[src/rtl/instr_mem_pipe.sv]
// instr_mem_pipe
//   Synchronous instruction memory with a fixed read latency. Requests are
//   checked for alignment and range when accepted. Completed responses queue in
//   a small output FIFO so the consumer can stall without losing data.
//
// Ports
//   clk_i         rising-edge clock
//   rst_i         synchronous active-high reset (memory contents are kept)
//   req_valid_i   fetch request valid
//   req_ready_o   request accepted this cycle when high together with valid
//   req_addr_i    fetch byte address
//   resp_valid_o  response valid (head of the output FIFO)
//   resp_ready_i  consumer takes the head this cycle
//   resp_instr_o  instruction word, 0 when faulted or empty
//   resp_fault_o  00 ok, 01 misaligned, 10 out of range
//   wr_en_i       program-load write strobe
//   wr_addr_i     write byte address, bits [1:0] ignored
//   wr_data_i     write data
module instr_mem_pipe #(
   parameter int unsigned DATA_W = 32,
   parameter int unsigned DEPTH  = 32,
   parameter int unsigned ADDR_W = 32,
   parameter int unsigned LAT    = 1
) (
   input  logic              clk_i,
   input  logic              rst_i,
   input  logic              req_valid_i,
   output logic              req_ready_o,
   input  logic [ADDR_W-1:0] req_addr_i,
   output logic              resp_valid_o,
   input  logic              resp_ready_i,
   output logic [DATA_W-1:0] resp_instr_o,
   output logic [1:0]        resp_fault_o,
   input  logic              wr_en_i,
   input  logic [ADDR_W-1:0] wr_addr_i,
   input  logic [DATA_W-1:0] wr_data_i
);

   localparam int unsigned IDX_W = $clog2(DEPTH);
   localparam int unsigned FD    = LAT + 1;        // output FIFO entries
   localparam int unsigned PW    = $clog2(FD);     // FIFO pointer width
   localparam int unsigned CW    = $clog2(FD + 1); // counts 0..FD

   logic [DATA_W-1:0] r_mem [DEPTH];

   // Read pipeline: one stage per cycle of latency
   logic [LAT-1:0]    r_stg_vld;
   logic [DATA_W-1:0] r_stg_instr [LAT];
   logic [1:0]        r_stg_fault [LAT];

   // Output FIFO
   logic [DATA_W-1:0] r_fifo_instr [FD];
   logic [1:0]        r_fifo_fault [FD];
   logic [PW-1:0]     r_rd_ptr;
   logic [PW-1:0]     r_wr_ptr;
   logic [CW-1:0]     r_fifo_cnt;

   // Requests accepted but not yet popped (pipeline + FIFO)
   logic [CW-1:0]     r_outst;

   logic [ADDR_W-3:0] w_req_word;
   logic [IDX_W-1:0]  w_req_idx;
   logic              w_req_misal;
   logic              w_req_oor;
   logic [1:0]        w_req_fault;
   logic [ADDR_W-3:0] w_wr_word;
   logic [IDX_W-1:0]  w_wr_idx;
   logic              w_wr_oor;
   logic              w_accept;
   logic              w_pop;
   logic              w_push;
   logic              w_unused;

   function automatic logic [PW-1:0] f_next_ptr(input logic [PW-1:0] p);
      return (p == PW'(FD - 1)) ? '0 : p + 1'b1;
   endfunction

   // Full-width compare so indices past DEPTH fault instead of aliasing
   assign w_req_word  = req_addr_i[ADDR_W-1:2];
   assign w_req_idx   = w_req_word[IDX_W-1:0];
   assign w_req_misal = |req_addr_i[1:0];
   assign w_req_oor   = w_req_word >= (ADDR_W-2)'(DEPTH);
   assign w_req_fault = w_req_misal ? 2'b01 : (w_req_oor ? 2'b10 : 2'b00);

   assign w_wr_word = wr_addr_i[ADDR_W-1:2];
   assign w_wr_idx  = w_wr_word[IDX_W-1:0];
   assign w_wr_oor  = w_wr_word >= (ADDR_W-2)'(DEPTH);
   assign w_unused  = ^wr_addr_i[1:0];

   assign resp_valid_o = (r_fifo_cnt != '0);
   assign resp_instr_o = resp_valid_o ? r_fifo_instr[r_rd_ptr] : '0;
   assign resp_fault_o = resp_valid_o ? r_fifo_fault[r_rd_ptr] : 2'b00;

   assign w_pop    = resp_valid_o && resp_ready_i;
   // A same-cycle pop frees a slot, keeping one request per cycle when streaming
   assign req_ready_o = !rst_i && ((r_outst < CW'(FD)) || w_pop);
   assign w_accept = req_valid_i && req_ready_o;
   assign w_push   = r_stg_vld[LAT-1];

   // Memory is not reset; the read in the stage register below sees the old
   // word when a write hits the same index on the same edge.
   always_ff @(posedge clk_i) begin
      if (wr_en_i && !rst_i && !w_wr_oor) begin
         r_mem[w_wr_idx] <= wr_data_i;
      end
   end

   always_ff @(posedge clk_i) begin
      if (rst_i) begin
         r_stg_vld <= '0;
         for (int k = 0; k < LAT; k++) begin
            r_stg_instr[k] <= '0;
            r_stg_fault[k] <= 2'b00;
         end
      end else begin
         r_stg_vld[0]   <= w_accept;
         r_stg_instr[0] <= (w_req_fault == 2'b00) ? r_mem[w_req_idx] : '0;
         r_stg_fault[0] <= w_req_fault;
         for (int k = 1; k < LAT; k++) begin
            r_stg_vld[k]   <= r_stg_vld[k-1];
            r_stg_instr[k] <= r_stg_instr[k-1];
            r_stg_fault[k] <= r_stg_fault[k-1];
         end
      end
   end

   always_ff @(posedge clk_i) begin
      if (rst_i) begin
         r_rd_ptr   <= '0;
         r_wr_ptr   <= '0;
         r_fifo_cnt <= '0;
      end else begin
         if (w_push) begin
            r_fifo_instr[r_wr_ptr] <= r_stg_instr[LAT-1];
            r_fifo_fault[r_wr_ptr] <= r_stg_fault[LAT-1];
            r_wr_ptr               <= f_next_ptr(r_wr_ptr);
         end
         if (w_pop) begin
            r_rd_ptr <= f_next_ptr(r_rd_ptr);
         end
         if (w_push && !w_pop) begin
            r_fifo_cnt <= r_fifo_cnt + CW'(1);
         end else if (!w_push && w_pop) begin
            r_fifo_cnt <= r_fifo_cnt - CW'(1);
         end
      end
   end

   always_ff @(posedge clk_i) begin
      if (rst_i) begin
         r_outst <= '0;
      end else if (w_accept && !w_pop) begin
         r_outst <= r_outst + CW'(1);
      end else if (!w_accept && w_pop) begin
         r_outst <= r_outst - CW'(1);
      end
   end

endmodule

[config.mk]
export PLATFORM = sky130hd
export DESIGN_NAME = instr_mem_pipe
export DESIGN_NICKNAME = d
export VERILOG_FILES = /design/src/rtl/instr_mem_pipe.sv
export SDC_FILE = /design/constraint.sdc
export NUM_CORES = 1
export LEC_CHECK = 0
export ABC_AREA = 1
export BUFFER_PORTS_ARGS = -buffer_cell sky130_fd_sc_hd__buf_2
export CORE_ASPECT_RATIO = 1.5
export CORE_UTILIZATION = 25
export DETAILED_ROUTE_END_ITERATION = 8
export GPL_ROUTABILITY_DRIVEN = 0
export GPL_TIMING_DRIVEN = 0
export MAX_ROUTING_LAYER = met4
export RECOVER_POWER = 25
export SETUP_SLACK_MARGIN = 0.3
export SYNTH_ARGS = -nofsm -noshare
export SYNTH_HDL_FRONTEND = slang
export SYNTH_SLANG_ARGS = --single-unit
[constraint.sdc]
create_clock -name clk_i -period 7.65 [get_ports clk_i]
set_input_delay 0.765 -clock clk_i [delete_from_list [all_inputs] [get_ports clk_i]]
set_output_delay 0.765 -clock clk_i [all_outputs]
set_load 0.01 [all_outputs]
==> summary.md <==
| Metric | Value |
|---|---|
| RSZ-0062 raised after global routing | false |
| Fin crit share | roughly 50% |
| Synth Flop Type | edfxtp_1 |
| Top Ports | around 140 |
| Clock buffer count from CTS | a little over 100 |
| Net Sw Power | 2.99 mW |
| Most used cell, CP | nor2_1 |
| CP Cell Sequence | buf_2 -> inv_1 -> nand3_1 -> nor2_1 -> nand2_1 -> nor2_1 -> nand4_1 -> nor2_4 -> buf_16 |
| FF-to-FF End | r_outst[1] |
| Pint | about 9.7 mW |
| WP data arrival | roughly 4200 ps |
| Global-route wire length before repair | slightly above 200 mm |
| Die X | between 300 and 400 um |
| DRT met1 WL | around 50 mm |
| Metal2 WL | about 75 mm |
| Post-synthesis cell area | approximately 47000 um^2 |
| Crit path from | rst_i |
| Final Skew | between 30 and 40 ps |
| Cts hold-fix bufs | 0 |
| Reg2reg path depth | 10 |
| Total power divided by cell area | between 200 and 250 nW/um^2 |
| Crit path launch type | input pin |
| Final hold vios | 0 |
| Critical Path Sink | r_mem[29][10] |
| Die area | around 190000 um^2 |
| DR iter-0 viols | 3495 |
| Dpl hpwl | ~100 mm |
| Via Count | roughly 32000 |
| Synthesized Nets | between 4000 and 5000 |
| Hold Slack | 275 ps |
| Critical Path RT | slightly above 8000 ps |
| DRC | 0 |
| Final setup viols | 0 |
| Post-synthesis sequential area ratio | 72.0% |
| Dominant cell type by area after synthesis | edfxtp_1 |
| Post_cts resized | 0 |
| # rows | between 150 and 200 |
| Synth area leaders | edfxtp_1 (70%), nand2_1 (10%), nand3_1 (5.5%) |
| Fin. max-slew vios | between 500 and 600 |
| Combinational share of power | under 10% |
| Status | finished, violations left |
| TritonRoute pass-1 iters | 7 |
| Clk root buf | clkbuf_16 |
| Routed wire per std cell | ~21 um |
| Largest net degree at the start of global routing | 33 |
| Slew @ Worst Pin | 1880 ps |
| Via/cell ratio | around 4.5 |
| Post-route ant nets | 0 |
| Number of synthesized register bits | approximately 1100 |
| I/O Buffers | about 130 |
| Critical path peak fanout | 19 |
| Synth cell types | 22 |
| Clock transition at path regs | approximately 60 ps |
| Total Routing Usage GR | between 15 and 20% |
| Worst R2R Setup Slack | ~5400 ps |
| Most frequent cell after synthesis | nand2_1 |
| Post-CTS Setup Bufs | 0 |
| MaxCap Viol Count | 18 |
| Failing checks | capacitance limit, slew limit |
| Worst path slowest cell | nor2_4 |
| Starting Density | between 20% and 30% |
| Fin Setup TNS | 0 ps |
| Post-synth ARST share | 0% |
| CTS tree | done |
| Die height | roughly 530 um |
| Net total in the final layout | around 4600 |
| Critical R2R Launch | r_fifo_cnt[1] |
| Sw frac | 23.5% |
| Share of power burned in registers | a little over half |
| Area share of the largest cell type after synthesis | 70.2% |
| Layout cell share with drive strength beyond 1 | under 10% |
| Clock share of power | 38.5% |
| H-tree levels | 3 |
| WL met3 | about 11 mm |
| Avg Synthesized Cell Area | roughly 11 um^2 |
| Core ar. | 186000 um^2 |
| Slew headroom | -25.0% |
| Worst min path class | input pin to flop |
| Highest Signal Layer | met4 |
| Critical path capture point type | flop |
| CP max stage delay | between 1000 and 1500 ps |
| Initial antenna violation count | 32 |
| Congestion Overflow GR | 0 |
| Area grow syn2layout | 17.1% |
| Fin crit period | roughly 3800 ps |
| LEAKAGE | 20.6 nW |
| Final Core Density | between 20% and 30% |
| Kind of critical path | input pin to flop |
| Clk buf depth | 3 |
| Maximum VDD drop | around 160 uV |
| Vias in the first global route | around 31000 |
| Syn Inst Count | about 4200 |
| Skew-Pair Late Insertion Delay | between 700 and 800 ps |
| Number of flops mapped to enable cells by yosys | between 1000 and 1500 |
| Post-synth top cells | nand2_1 (1301), edfxtp_1 (1092), nand3_1 (514) |
| Syn. warnings | 0 |
| Clock sinks | 1134 |
| FMAX | ~260 MHz |
| WL final | 147 mm |
worst min path at each step:
stage	from	depth (start not counted)	endpoint	slack [ps]
after floorplan	r_stg_fault[0][0]	0	r_fifo_fault[0][0]	400
after global placement	r_stg_fault[0][1]	0	r_fifo_fault[1][1]	410
after detailed placement	r_stg_instr[0][6]	0	r_fifo_instr[1][6]	410
after CTS	req_addr_i[0]	3	r_stg_fault[0][0]	240
after global routing	req_addr_i[0]	3	r_stg_fault[0][0]	280
final	req_addr_i[0]	3	r_stg_fault[0][0]	280
worst max-delay path: cells and delay by family:
kind          cells  cell delay (ps)
simple gates      6             2810
buf+inv           3              580
registers in the layout (all words and copies together) (netlist names), named ones only:
| signal | flops |
|---|---|
| r_fifo_fault | 4 |
| r_mem | 1024 |
| r_fifo_cnt | 2 |
| r_fifo_instr | 64 |
| r_rd_ptr | 1 |
| r_stg_fault | 2 |
| r_outst | 2 |
| r_wr_ptr | 1 |
| r_stg_instr | 32 |
| r_stg_vld | 1 |
power groups by stage:
stage	clock network, mW	logic (mW)	registers, mW
floorplan	0	0.517	6.96
global placement	0	0.969	6.96
detailed placement	0	0.991	6.96
CTS	4.94	0.995	6.82
global route	5.15	1.07	6.82
finish	4.90	0.996	6.83
layout make-up:
class | count | area (um^2)
diodes | 24 | 60.1
flip-flops and latches | 1134 | 33600
well taps | 2450 | 3070
inverters | 372 | 1400
clock inverters | 44 | 324
repair buffers | 169 | 1490
clock buffers | 140 | 2790
multi-input cells | 2500 | 10700
plain buffers | 230 | 1250
fillers | 18950 | 131000
routing by layer:
metal / track usage (%) / up-vias
li1: - / 14752
met1: 15.6 / 15094
met2: 27.7 / 1476
met3: 3.16 / 429
met4: 10.1 / 0
met5: - / -
placed cells by master (no fill, tap or decap), types with 15 or more instances in the layout:
| master | n |
|---|---|
| a21oi_1 | 52 |
| buf_1 | 37 |
| buf_12 | 16 |
| buf_16 | 18 |
| buf_2 | 176 |
| buf_4 | 43 |
| buf_6 | 22 |
| clkbuf_1 | 115 |
| clkbuf_16 | 103 |
| clkinv_1 | 19 |
| clkinv_2 | 15 |
| dfxtp_1 | 42 |
| diode_2 | 24 |
| edfxtp_1 | 1092 |
| inv_1 | 368 |
| nand2_1 | 1301 |
| nand3_1 | 514 |
| nor2_1 | 389 |
| nor2_4 | 33 |
| o211ai_1 | 24 |
| o21ai_0 | 109 |
| o21ai_1 | 62 |
cell families (layout without fill, tap and decap cells):
family | after synthesis | in the layout | synth area share [%]
fa+ha+maj | 2 | 2 | 0.0535
flops | 1134 | 1134 | 72.0
simple gates | 2250 | 2250 | 19.5
compound gates | 248 | 248 | 2.79
buf+inv | 602 | 955 | 5.67
other cells | 0 | 24 | 0
through the flow:
stage | setup WS, ps | total power, mW | area [um^2] | std cells
global placement | 1240 | 7.93 | 50500 | 6818
floorplan | 4000 | 7.47 | 46700 | 4236
finish | 3840 | 12.7 | 54700 | 7063
CTS | 3960 | 12.8 | 54700 | 7039
global route | 3810 | 13.1 | 54700 | 7062
detailed placement | 3200 | 7.95 | 51600 | 6855
Power figures use the tool's default switching activity.
